--- src/rtl/dadda_mult_rr_scheduler.sv ---
// Round-robin front end that time-shares one unsigned 8x8 multiplier between
// NUM_REQ requesters; operands registered before the multiplier, product after.

module eight_bit_accurate_dadda_multiplier (
   input  logic [7:0]  a,
   input  logic [7:0]  b,
   output logic [15:0] p
);

   // Exact partial-product reduction; synthesis folds the sum into a compressor tree.
   always_comb begin
      p = '0;
      for (int i = 0; i < 8; i++) begin
         if (b[i]) p = p + ({8'b0, a} << i);
      end
   end

endmodule

// state | meaning
// ------+-------------------------------------------------------------
// IDLE  | no operation in flight; grant window open
// CALC  | operands captured; product is registered on the next edge
// RESP  | res_valid held until res_ready; window open when res_ready=1
module dadda_mult_rr_scheduler #(
   parameter int NUM_REQ = 4,
   parameter int ID_W    = 2
) (
   input  logic                 clk,
   input  logic                 rst,
   input  logic [NUM_REQ-1:0]   req_valid,
   output logic [NUM_REQ-1:0]   req_ready,
   input  logic [8*NUM_REQ-1:0] req_in1,
   input  logic [8*NUM_REQ-1:0] req_in2,
   output logic                 res_valid,
   input  logic                 res_ready,
   output logic [15:0]          res_out,
   output logic [ID_W-1:0]      res_id,
   output logic                 busy,
   output logic [15:0]          op_count
);

   typedef enum logic [1:0] {
      ST_IDLE = 2'd0,
      ST_CALC = 2'd1,
      ST_RESP = 2'd2
   } state_t;

   state_t          state;
   logic [7:0]      op1;
   logic [7:0]      op2;
   logic [ID_W-1:0] owner;
   logic [ID_W-1:0] rr_ptr;
   logic [ID_W-1:0] gnt_idx;
   logic [ID_W-1:0] rr_nxt;
   logic            gnt_any;
   logic            gnt_win;
   logic            grant;
   logic [7:0]      sel1;
   logic [7:0]      sel2;
   logic [15:0]     prod;

   // Scan from rr_ptr upward, wrapping at NUM_REQ; first valid requester wins.
   always_comb begin
      int idx;
      idx     = 0;
      gnt_any = 1'b0;
      gnt_idx = '0;
      for (int k = 0; k < NUM_REQ; k++) begin
         idx = int'(rr_ptr) + k;
         if (idx >= NUM_REQ) idx = idx - NUM_REQ;
         if (!gnt_any && req_valid[idx]) begin
            gnt_any = 1'b1;
            gnt_idx = ID_W'(idx);
         end
      end
   end

   assign gnt_win   = (state == ST_IDLE) || ((state == ST_RESP) && res_ready);
   assign grant     = gnt_win && gnt_any;
   assign req_ready = grant ? (NUM_REQ'(1) << gnt_idx) : '0;
   assign sel1      = req_in1[8*gnt_idx +: 8];
   assign sel2      = req_in2[8*gnt_idx +: 8];
   assign rr_nxt    = (gnt_idx == ID_W'(NUM_REQ-1)) ? '0 : gnt_idx + 1'b1;

   eight_bit_accurate_dadda_multiplier u_mult (
      .a (op1),
      .b (op2),
      .p (prod)
   );

   always_ff @(posedge clk) begin
      if (rst) begin
         state     <= ST_IDLE;
         op1       <= '0;
         op2       <= '0;
         owner     <= '0;
         rr_ptr    <= '0;
         res_valid <= 1'b0;
         res_out   <= '0;
         res_id    <= '0;
         busy      <= 1'b0;
         op_count  <= '0;
      end else begin
         if (grant) begin
            op1    <= sel1;
            op2    <= sel2;
            owner  <= gnt_idx;
            rr_ptr <= rr_nxt;
         end
         case (state)
            ST_IDLE: begin
               if (grant) state <= ST_CALC;
               busy <= grant;
            end
            ST_CALC: begin
               res_out   <= prod;
               res_id    <= owner;
               res_valid <= 1'b1;
               state     <= ST_RESP;
               busy      <= 1'b1;
            end
            ST_RESP: begin
               if (res_ready) begin
                  res_valid <= 1'b0;
                  op_count  <= op_count + 16'd1;
                  state     <= grant ? ST_CALC : ST_IDLE;
                  busy      <= grant;
               end
            end
            default: begin
               state <= ST_IDLE;
               busy  <= 1'b0;
            end
         endcase
      end
   end

endmodule

--- config.mk ---
export PLATFORM = sky130hd
export DESIGN_NAME = dadda_mult_rr_scheduler
export DESIGN_NICKNAME = d
export VERILOG_FILES = /design/src/rtl/dadda_mult_rr_scheduler.sv
export SDC_FILE = /design/constraint.sdc
export NUM_CORES = 1
export LEC_CHECK = 0
export CORE_MARGIN = 10
export CORE_UTILIZATION = 58
export CTS_BUF_LIST = sky130_fd_sc_hd__clkbuf_4 sky130_fd_sc_hd__clkbuf_8 sky130_fd_sc_hd__clkbuf_16
export CTS_CLUSTER_DIAMETER = 200
export DETAILED_ROUTE_END_ITERATION = 8
export PLACE_DENSITY = 0.87
export SETUP_SLACK_MARGIN = 0.05
export SLEW_MARGIN = 0
export SYNTH_ARGS = -nofsm -noshare
export SYNTH_HDL_FRONTEND = slang
export SYNTH_SLANG_ARGS = --single-unit
--- constraint.sdc ---
create_clock -name clk -period 15.75 [get_ports clk]
set_input_delay 1.575 -clock clk [delete_from_list [all_inputs] [get_ports clk]]
set_output_delay 1.575 -clock clk [all_outputs]
set_load 0.03 [all_outputs]
==> flow_summary.toml <==
[synthesis]
synth_area_sq_um = 5960
synth_top_family_by_area = "compound AO/OA/AOI/OAI gates"
ys_warn_count = 0
yosys.area_share.simple_pct = 21.5
async_flop_share_pct = 0
synthXorXnorAreaFrac_pct = 6.02
seq_area_frac_synth_pct = 19.5
synth_nets = 906
synth_compound_area_share_pct = 24.1
synth_seq_cells = 58
synth_edf_count = 0
synthAdderAreaFrac_pct = 15.7
synth-main-ff-cell = "dfxtp_1"
synthMuxAreaShare_pct = 8.50
synthCells = 765
synth_area_per_cell_sq_um = 7.80
synth_cell_types = 75

[timing]
rsz0062_at_grt = "no"
max_clock_freq_mhz = 103
post-route-min-period_ps = 9730
hold_viol_final = 0
slew_headroom_pct = 28.1
slew_viol_final = 0
fin_tns_setup_ps = 0
timing.final.ws_setup_ps = 6020
setup_violations = 0
worst_pin_slew_ps = 1070
period_share_pct = 61.8
finalClockSkew_ps = 14.3

[clock_network]
clock_latency_ps = 340
cts_tree = "built"
cts_sinks = 58
cts-root-buf = "clkbuf_8"
post_cts_resized = 0
clk_path_buf_depth = 2
clk_pin_slew_ps = 70
htreeDepth = 3
cts_setup_buffers = 0
numCtsBuffers = 9
hold_buffers = 0

[critical_path]
r2r_start = "op1[2]"
rr_worst_depth = 40
regToRegSetupSlack_ps = 6020
cpMostUsedCell = "ha_1"
crit_slowest_cell = "dfxtp_1"
setup.worst_path.end = "res_out[14]"
critPathLaunch = "op1[2]"
path_class = "reg -> reg"
critPathMaxStageDelay_ps = 740
reg2reg_to = "res_out[14]"
end_kind = "register"
arrival_ps = 9990
critical_path.max_fanout = 16
required_ps = 16010
setup.worst_path.start_class = "register"

[pwr]
totalPowerFinal_mw = 0.725
max-vdd-ir-drop_mv = 0.0682
power_density_nw_per_um2 = 99.2
leakage_nw = 3.17

[place]
pre_cts_ws_ps = 6290
portBuffers = 110
hpwl_mm = 13.8
place.gp.congestion = 0.904
dp_cells = 976

[finish]
multi_input_area_sq_um = 4530
regArea_sq_um = 1160
fill_cells = 753
layout-drive-gt1-share_pct = 5.37
layout.cells.non_filler = 990
diodes = 0
area_growth_pct = 22.5
final_cell_mix = "clkdlybuf4s50_1, nor2_1, a21oi_1, ha_1, nand2_1"
layout_commonest_cell = "clkdlybuf4s50_1"
nets = 995

[floorplanning]
die_y_microns = 121
core-area_sq_um = 9910
die_w_microns = 121
ios = 111
dieArea_sq_um = 14700
fp-row-count = 36
start_util_pct = 60.2

[grt]
grt_usage_pct = 24.2
grt_pass1_vias = 6283
overflow = 0
grt_max_degree = 60
grt_pass1_wl_mm = 29.9
antenna_found_initial = 0

[detailed_routing]
ant_nets = 0
wl_mm = 17.7
first_iter_violations = 426
wl_per_cell_microns = 17.9
dr.pass1.iters = 6
drc = 0
vias_per_cell = 6.13
vias = 6071

[min_path]
hold_class = "reg -> reg"

[status]
status = "finished, final reports clean"

[job]
maxCapViolations = 0
==> area by class of cell <==
| cell class | count | share of cell area (%) |
|---|---|---|
| clock buffer | 11 | 2.07 |
| clock inverter | 3 | 0.548 |
| inverter | 36 | 1.85 |
| multi-input combinational | 636 | 62.1 |
| sequential | 58 | 15.9 |
| tap | 133 | 2.28 |
| timing repair buffer | 113 | 15.3 |
==> how the worst min path moves through the flow <==
stage,start,end,slack [ps],cells past startpoint
final,res_out[0],res_out[0],460,2
after floorplan,owner[0],res_id[0],430,2
after global placement,res_out[0],res_out[0],440,2
after CTS,res_out[0],res_out[0],460,2
after detailed placement,res_out[0],res_out[0],450,2
after global routing,res_out[0],res_out[0],500,2
==> cells by family (layout without fill, tap and decap cells) <==
logic type      count (synthesis)  count (layout)
simple gates                  261             261
compound gates                214             214
fa+ha+maj                      71              71
buf+inv                        71             163
flops                          58              58
mux                            49              49
xor+xnor                       41              41
==> critical path: cells and delay by family, from the launching register on <==
family	cells	cell delay (ps)
xor gates and xnor gates	2	270
and+or+nand+nor	6	860
muxes	6	1840
AOI/OAI and AO/OA	15	3110
DFF	1	740
buffers and inverters	3	280
adders and majority gates	8	2550
==> registers in the layout (all words and copies together), names as in the netlist <==
signal	count
op_count	16
res_out	16
op1	8
op2	8
owner	2
res_id	2
rr_ptr	2
state	2
busy	1
res_valid	1
==> Yosys cell counts (all sizes together), types with 10 or more instances <==
master	number	share of area, %
nor2	81	5.1
nand2	60	3.8
nor2b	15	1.6
a21o	18	2.3
xnor2	23	3.4
nand2b	14	1.5
nor3	22	1.8
ha	63	13
a211oi	14	1.8
o22ai	13	1.5
xor2	18	2.6
mux2i	39	6.5
buf	11	0.86
o21ai	35	2.9
inv	33	2.1
dfxtp	58	19
nand3	17	1.4
mux2	10	2.0
clkbuf	24	1.5
a21oi	65	5.5
==> layer usage <==
layer	part of all wire, %	track usage, %
met5	0	0
met4	2.6	8.94
met3	8.3	7.26
met2	48	41.8
met1	41	27.6
==> per-stage QoR <==
step / area [sq um] / hold WS [ps] / util (%)
CTS: 7310 / 459 / 73.7
global placement: 7120 / 442 / 71.8
floorplan: 5960 / 432 / -
detailed placement: 7120 / 450 / 71.8
global route: 7310 / 499 / 73.7
finish: 7310 / 462 / 73.7
==> report_power, final <==
group | switching, mW | internal, mW
clock | 0.0581 | 0.0794
sequential | 0.0380 | 0.161
combinational | 0.214 | 0.174
Note: power is estimated with default switching activity, not from simulation.
